`src/rtl/rc4_prga_param.sv`:
```
// rc4_prga_param: RC4 keystream generator and decryptor.
// Walks an already-scheduled 256-byte S-box held in an external RAM,
// produces one keystream byte per message byte, XORs it with the
// ciphertext ROM and writes the plaintext to an external RAM.
// All three memories have a fixed read latency of RD_LAT cycles.
// Optional feature macro: PRGA_ASCII_CHECK_EN -- abort with fail when a
// decrypted byte is not a space or a lowercase letter.
module rc4_prga_param #(
  parameter int MSG_LEN_MAX = 32,
  parameter int MSG_AW      = 5,
  parameter int RD_LAT      = 2
) (
  input  logic              clk,
  input  logic              reset,
  input  logic              start,
  input  logic [MSG_AW:0]   msg_len,
  output logic              busy,
  output logic              done,
  output logic              fail,
  output logic [7:0]        s_addr,
  input  logic [7:0]        s_rddata,
  output logic [7:0]        s_wrdata,
  output logic              s_wren,
  output logic [MSG_AW-1:0] enc_addr,
  input  logic [7:0]        enc_rddata,
  output logic [MSG_AW-1:0] dec_addr,
  output logic [7:0]        dec_wrdata,
  output logic              dec_wren
);

  // Elaboration-time sanity checks on the configuration.
  if (RD_LAT < 1 || RD_LAT > 4) begin : g_bad_lat
    $error("rc4_prga_param: RD_LAT must be in 1..4");
  end
  if ((2 ** MSG_AW) < MSG_LEN_MAX) begin : g_bad_aw
    $error("rc4_prga_param: MSG_AW too small for MSG_LEN_MAX");
  end

  localparam logic [MSG_AW:0] LEN_MAX  = (MSG_AW + 1)'(MSG_LEN_MAX);
  localparam logic [2:0]      WAIT_END = 3'(RD_LAT - 1);

  typedef enum logic [3:0] {
    ST_IDLE   = 4'd0,
    ST_CALC_I = 4'd1,
    ST_RD_I   = 4'd2,
    ST_WAIT_I = 4'd3,
    ST_RD_J   = 4'd4,
    ST_WAIT_J = 4'd5,
    ST_WR_J   = 4'd6,
    ST_WR_I   = 4'd7,
    ST_RD_F   = 4'd8,
    ST_WAIT_F = 4'd9,
    ST_XOR    = 4'd10,
    ST_WR_D   = 4'd11,
`ifdef PRGA_ASCII_CHECK_EN
    ST_FAIL   = 4'd13,
`endif
    ST_DONE   = 4'd12
  } state_t;

  state_t          state_reg;
  state_t          state_next;

  logic [7:0]      i_reg;
  logic [7:0]      j_reg;
  logic [MSG_AW:0] k_reg;
  logic [MSG_AW:0] len_reg;
  logic [7:0]      si_reg;
  logic [7:0]      sj_reg;
  logic [7:0]      f_reg;
  logic [7:0]      enc_reg;
  logic [7:0]      x_reg;
  logic [2:0]      wait_cnt_reg;

  logic            idle_like;
  logic            start_ok;
  logic [MSG_AW:0] len_clamped;
  logic            wait_last;
  logic            last_byte;
  logic [7:0]      xor_val;

  assign xor_val     = f_reg ^ enc_reg;
  assign len_clamped = (msg_len > LEN_MAX) ? LEN_MAX : msg_len;
  assign wait_last   = (wait_cnt_reg == WAIT_END);
  assign last_byte   = ((k_reg + 1'b1) == len_reg);

`ifdef PRGA_ASCII_CHECK_EN
  logic xor_ok;
  // Acceptable plaintext: space or 'a'..'z'.
  assign xor_ok    = (xor_val == 8'd32) || ((xor_val >= 8'd97) && (xor_val <= 8'd122));
  assign idle_like = (state_reg == ST_IDLE) || (state_reg == ST_DONE) || (state_reg == ST_FAIL);
`else
  assign idle_like = (state_reg == ST_IDLE) || (state_reg == ST_DONE);
`endif

  // A start is only honoured when no decryption is running.
  assign start_ok = start && idle_like;

  // State register.
  always_ff @(posedge clk) begin
    if (reset) begin
      state_reg <= ST_IDLE;
    end else begin
      state_reg <= state_next;
    end
  end

  // Next-state logic: fixed per-byte sequence with RD_LAT-long waits.
  always_comb begin
    state_next = state_reg;
    case (state_reg)
      ST_CALC_I: state_next = ST_RD_I;
      ST_RD_I:   state_next = ST_WAIT_I;
      ST_WAIT_I: if (wait_last) state_next = ST_RD_J;
      ST_RD_J:   state_next = ST_WAIT_J;
      ST_WAIT_J: if (wait_last) state_next = ST_WR_J;
      ST_WR_J:   state_next = ST_WR_I;
      ST_WR_I:   state_next = ST_RD_F;
      ST_RD_F:   state_next = ST_WAIT_F;
      ST_WAIT_F: if (wait_last) state_next = ST_XOR;
`ifdef PRGA_ASCII_CHECK_EN
      ST_XOR:    state_next = xor_ok ? ST_WR_D : ST_FAIL;
`else
      ST_XOR:    state_next = ST_WR_D;
`endif
      ST_WR_D:   state_next = last_byte ? ST_DONE : ST_CALC_I;
      default: begin
        // IDLE, DONE and FAIL all wait for a start; an empty message
        // completes immediately without touching any memory.
        if (start_ok) begin
          state_next = (len_clamped == '0) ? ST_DONE : ST_CALC_I;
        end
      end
    endcase
  end

  // Datapath registers: indices, captured read data and wait counter.
  always_ff @(posedge clk) begin
    if (reset) begin
      i_reg        <= '0;
      j_reg        <= '0;
      k_reg        <= '0;
      len_reg      <= '0;
      si_reg       <= '0;
      sj_reg       <= '0;
      f_reg        <= '0;
      enc_reg      <= '0;
      x_reg        <= '0;
      wait_cnt_reg <= '0;
    end else begin
      // Wait counter runs only inside WAIT_* states and rewinds on exit.
      if ((state_reg == ST_WAIT_I) || (state_reg == ST_WAIT_J) ||
          (state_reg == ST_WAIT_F)) begin
        wait_cnt_reg <= wait_last ? 3'd0 : wait_cnt_reg + 3'd1;
      end else begin
        wait_cnt_reg <= '0;
      end

      case (state_reg)
        ST_CALC_I: i_reg <= i_reg + 8'd1;
        ST_WAIT_I: begin
          if (wait_last) begin
            si_reg  <= s_rddata;
            enc_reg <= enc_rddata;
            j_reg   <= j_reg + s_rddata;
          end
        end
        ST_WAIT_J: if (wait_last) sj_reg <= s_rddata;
        ST_WAIT_F: if (wait_last) f_reg <= s_rddata;
        ST_XOR:    x_reg <= xor_val;
        ST_WR_D:   k_reg <= k_reg + 1'b1;
        default: begin
          if (start_ok) begin
            i_reg   <= '0;
            j_reg   <= '0;
            k_reg   <= '0;
            len_reg <= len_clamped;
          end
        end
      endcase
    end
  end

  // Memory-interface outputs decoded from the current state.
  // Write enables are masked by reset so a write pending in the cycle
  // reset arrives never reaches the memories.
  always_comb begin
    s_addr     = '0;
    s_wrdata   = '0;
    s_wren     = 1'b0;
    enc_addr   = '0;
    dec_addr   = '0;
    dec_wrdata = '0;
    dec_wren   = 1'b0;
    case (state_reg)
      ST_RD_I, ST_WAIT_I: begin
        s_addr   = i_reg;
        enc_addr = k_reg[MSG_AW-1:0];
      end
      ST_RD_J, ST_WAIT_J: s_addr = j_reg;
      ST_WR_J: begin
        s_addr   = j_reg;
        s_wrdata = si_reg;
        s_wren   = !reset;
      end
      ST_WR_I: begin
        s_addr   = i_reg;
        s_wrdata = sj_reg;
        s_wren   = !reset;
      end
      ST_RD_F, ST_WAIT_F: s_addr = si_reg + sj_reg;
      ST_WR_D: begin
        dec_addr   = k_reg[MSG_AW-1:0];
        dec_wrdata = x_reg;
        dec_wren   = !reset;
      end
      default: ;
    endcase
  end

  // Status outputs.
  assign busy = !idle_like;
  assign done = (state_reg == ST_DONE);
`ifdef PRGA_ASCII_CHECK_EN
  assign fail = (state_reg == ST_FAIL);
`else
  assign fail = 1'b0;
`endif

endmodule

```
`config.mk`:
```
export PLATFORM = sky130hd
export DESIGN_NAME = rc4_prga_param
export DESIGN_NICKNAME = d
export VERILOG_FILES = /design/src/rtl/rc4_prga_param.sv
export SDC_FILE = /design/constraint.sdc
export NUM_CORES = 1
export LEC_CHECK = 0
export ABC_AREA = 1
export ABC_CLOCK_PERIOD_IN_PS = 2040
export CORE_MARGIN = 2
export CORE_UTILIZATION = 49
export CTS_CLUSTER_SIZE = 40
export DETAILED_ROUTE_END_ITERATION = 12
export PLACE_DENSITY = 0.76
export SLEW_MARGIN = 20
export SYNTH_ARGS = -nofsm -noshare
export SYNTH_HDL_FRONTEND = slang
export SYNTH_SLANG_ARGS = --single-unit
```
`constraint.sdc`:
```
create_clock -name clk -period 2.04 [get_ports clk]
set_input_delay 0.408 -clock clk [delete_from_list [all_inputs] [get_ports clk]]
set_output_delay 0.408 -clock clk [all_outputs]
set_load 0.005 [all_outputs]
```
; ---- Word level (Yosys, flattened, before mapping)
; Index checks and enable logic that the tools add are counted.
[word_totals]
reg_bits = 75
input_bits = 25
output_inout_bits = 39
wordCells = 91
[classes]
n_addsub = 5
n_lt_le_gt_ge = 1
n_eq_ne = 17
mux = 21
bitwise_logic = 6
reduce_logical = 30
[ops]
columns = op, n
row1 = $pmux 8 s2, 3
row2 = $pmux 4 s11, 1
row3 = $mux 4, 6
row4 = $mux 8, 3
row5 = $pmux 8 s3, 1
row6 = $eq 4x4->1 const B, 5
row7 = $add 8x8->8, 2
row8 = $eq 4x3->1 const B, 4
row9 = $reduce_or 5->1, 3
row10 = $mux 6, 2
row11 = $pmux 6 s2, 1
row12 = $reduce_and 2->1, 6
row13 = $reduce_bool 12->1, 1
row14 = $mux 5, 2
row15 = $reduce_or 3->1, 3
row16 = $add 8x1->8 const B, 1
row17 = $eq 4x2->1 const B, 2
row18 = $xor 8x8->8, 1
row19 = $add 6x1->6 const B, 1
row20 = $eq 6x6->1, 1
row21 = $gt 6x6->1 const B, 1
row22 = $logic_not 6->1, 1
row23 = $ne 2x2->1 const B, 3
row24 = $reduce_bool 2->1, 3
row25 = 13 further kinds, 23

; ---- Depth between registers and ports, before layout
[depth]
depth_word = 6
depth_mapped = 13
depth_no_buf = 13

; ---- Worst setup path after synthesis
; No wires, ideal clock.
[synth_path]
path_kind = register to output
startpoint = reg si_reg[0]
endpoint = out s_addr[6]
t_arrival_ps = 1566
required_ps = 1632
path_slack_ps = 66
stages_incl_launch_ff = 11
n_path_buf = 0
path_cell_list = dfxtp_1 > ha_1 > fa_1 > nand3_1 > nand3_1 > nand2_1 > nand2_1 > a21o_1 > a21oi_1 > o21ai_0 > nand3_1
[synth_between]
elab_chain_cells = 2
[synth_lines]
columns = element, line_no
row1 = from (decl), 68  ; logic [7:0] si_reg;
row2 = from (signal assigned), 163  ; si_reg <= s_rddata;
row3 = $add 8x8->8, 211  ; ST_RD_F, ST_WAIT_F: s_addr = si_reg + sj_reg;
row4 = $pmux 8 s3, 195  ; case (state_reg)
row5 = to (decl), 20  ; output logic [7:0] s_addr,
; No other way between the ends.

; ---- Worst setup path after layout
[layout_path]
startpoint = reg si_reg[1]
endpoint = out s_addr[2]
; The elaborated chain is that of the path after synthesis.

==> metrics.md <==
| Metric | Value |
|---|---|
| Status | complete, but fails checks |
| Failing checks | negative setup slack |
| Total core area | 8590 um^2 |
| Most Crowded Layer GR | met2 |
| Synthesized cell area | 4270 um^2 |
| CTS tree | done |
| Number of diodes | 0 |
| Placed insts | 850 |
| Post-DR vias/cell | 5.62 |
| Initial antenna violation count | 0 |
| CTS Buffer Depth | 2 |
| Seq cells post-synth | 75 |
| Post-CTS Hold Fix Bufs | 0 |
| Die Ht | 97.3 um |
| Clock sink count | 75 |
| Avg Cell Area, Syn | 6.93 um^2 |
| Fill count | 555 |
| Finish-stage setup viols | 56 |
| Worst Hold Class | register to register |
| GR Util met3 | 6.12% |
| Gate Count Post-Synth | 616 |
| DRC errors left | 0 |
| Final Hold Fails | 0 |
| Post-route ant nets | 0 |
| Seq/Total Area, Yosys | 35.2% |
| CTS buffer count | 9 |
| First-pass GRT wire length | 22000 um |
| Ys async rst share | 0% |
| PwrDens | 803 nW/um^2 |
| Worst-path clk slew | 90 ps |
| Syn-to-layout area delta | 58.6% |
| Grt ovf | 0 |
| Required @ worst endpoint | 1630 ps |
| Number of synthesized flops with an enable pin | 0 |
| Crit-path max FO | 2 |
| Clk_skew | 12.0 ps |
| Commonest cells after routing, fill and taps aside | nand2_1, buf_4, nor2_1 |
| CTS root buf | clkbuf_8 |
| Post-synth cell types | 41 |
| Most used DFF post-synth | dfxtp_1 |
| RSZ-0062 raised after global routing | true |
| GR Util met2 | 52.2% |
| Starting Density | 49.7% |
| # nets final | 852 |
| Met1 Usage GRT | 33.4% |
| Ports | 64 |
| Max frequency | 399 MHz |
| GRT Resource Usage Total | 28.8% |
| Footprint of the multi-input gates | 3040 um^2 |
| Net Count, Synth | 665 |
| Worst skew pair latency | 380 ps |
| Setup CP Type | register to primary output |
| TritonRoute pass-1 iters | 5 |
| Register area | 1520 um^2 |
| MaxCap Viol Count | 0 |
| Post-DP HPWL | 8890 um |
| Peak VDD IR | 0.400 mV |
| Detailed Route Iter0 Violations | 306 |
| Routed WL | 16300 um |
| Worst Slack Setup Final | -469 ps |
| Fin crit share | 123% |
| Pins Over Slew Limit | 0 |
| Port Buf Inserts | 62 |
| CP Capture Type | primary output |
| Final non-filler cell total | 916 |
| Leakage | 3.04 nW |
| GPL Wtd Cong | 0.927 |
| Reg2Reg Setup Slack | -280 ps |
| Arrival @ worst endpoint | 2100 ps |
| YS warnings | 0 |
| Rows | 34 |
| DIE AREA | 9470 um^2 |
| Largest net degree at the start of global routing | 29 |
| Vias in the first global route | 4708 |
| Routed vias | 5144 |
| Die Wd | 97.3 um |
| Share of post-route cells with drive strength above 1 | 39.6% |
| Total power | 5.44 mW |
| H-tree levels | 3 |
| Period minus WS final | 2510 ps |
| Startpoint types | register |
| Routed WL per cell | 17.8 um |
[power breakdown]
part | total, mW | switching, mW | internal, mW
combinational | 2.62 | 1.46 | 1.16
sequential | 1.68 | 0.114 | 1.57
clock | 1.13 | 0.665 | 0.465
total | 5.44 | 2.24 | 3.19
[logic make-up after synthesis]
kind of cell               after synthesis  synth area share (%)
AOI/OAI and AO/OA                      135                  17.2
adders and majority gates               24                  7.39
DFF                                     75                  35.2
and+or+nand+nor                        274                  28.5
other                                    1                0.0879
xor gates and xnor gates                16                  3.28
buffers and inverters                   91                  8.38
[area by class of cell]
type / count / area share (%)
timing repair buffer: 191 / 23.4
clock inverter: 7 / 0.869
multi-input combinational: 450 / 44.9
sequential: 75 / 22.4
tap: 108 / 2.00
inverter: 76 / 4.58
clock buffer: 9 / 1.83
[timing repair]
| action | in CTS | in global routing |
|---|---|---|
| pin swaps | 34 | 41 |
| buffers inserted | 37 | 27 |
| endpoints found under the setup margin | 53 | 72 |
| gates cloned | 2 | 2 |
| resized for setup | 271 | 122 |
[routing by layer]
metal	vias to the layer above	routed length, um
met3	64	1140
met5	-	0
met2	269	8230
met4	0	780
met1	2411	6150
li1	2400	-
[through the flow]
step | hold slack, ps | area, um^2 | utilization (%) | setup TNS [ps] | setup slack, ps
after global routing | 509 | 6770 | 78.8 | -12840 | -517
after CTS | 465 | 6250 | 72.7 | -3380 | -450
after detailed placement | 448 | 5560 | 64.7 | -6260 | -535
after floorplan | 421 | 4270 | - | 0 | 66.3
final | 495 | 6770 | 78.8 | -9230 | -469
after global placement | 431 | 5560 | 64.7 | -5110 | -525
[worst max-delay path, cell delays in order (launching register included)]
cell and delay, ps:
dfxtp_2 340, buf_4 130, fa_2 410, buf_4 150, buf_6 100, buf_6 110, a21oi_2 110, o21ai_1 80
o211ai_1 140, buf_2 170
[final timing paths]
check,startpoint,end,cells after the start
worst min register to register,len_reg[2],len_reg[2],2
worst max register to register,state_reg[3],state_reg[2],17
worst min-delay path,len_reg[2],len_reg[2],2
worst max-delay path,si_reg[1],s_addr[2],9
[synth_stat cells, types with 2 or more instances]
cell type | number | area, um^2
nor3_1 | 7 | 35.0
inv_1 | 71 | 267
fa_1 | 2 | 40.0
or2_2 | 3 | 18.8
a21oi_1 | 49 | 245
a32oi_1 | 3 | 26.3
dfxtp_1 | 75 | 1500
nand4_1 | 8 | 50.1
a31oi_1 | 2 | 12.5
o211ai_1 | 5 | 37.5
clkbuf_1 | 11 | 41.3
o21ai_0 | 62 | 310
nand2_1 | 99 | 372
nor2_1 | 99 | 372
ha_1 | 22 | 275
a22oi_1 | 4 | 30.0
nand3_1 | 40 | 200
o21ai_1 | 2 | 10.0
a211oi_1 | 4 | 30.0
nand2_4 | 2 | 22.5
nand2_2 | 5 | 31.3
inv_2 | 4 | 15.0
o21bai_1 | 2 | 15.0
nor2_2 | 3 | 18.8
xor2_1 | 12 | 105
buf_4 | 2 | 15.0
xnor2_1 | 4 | 35.0
No activity file was read; power rests on OpenSTA's default activity.
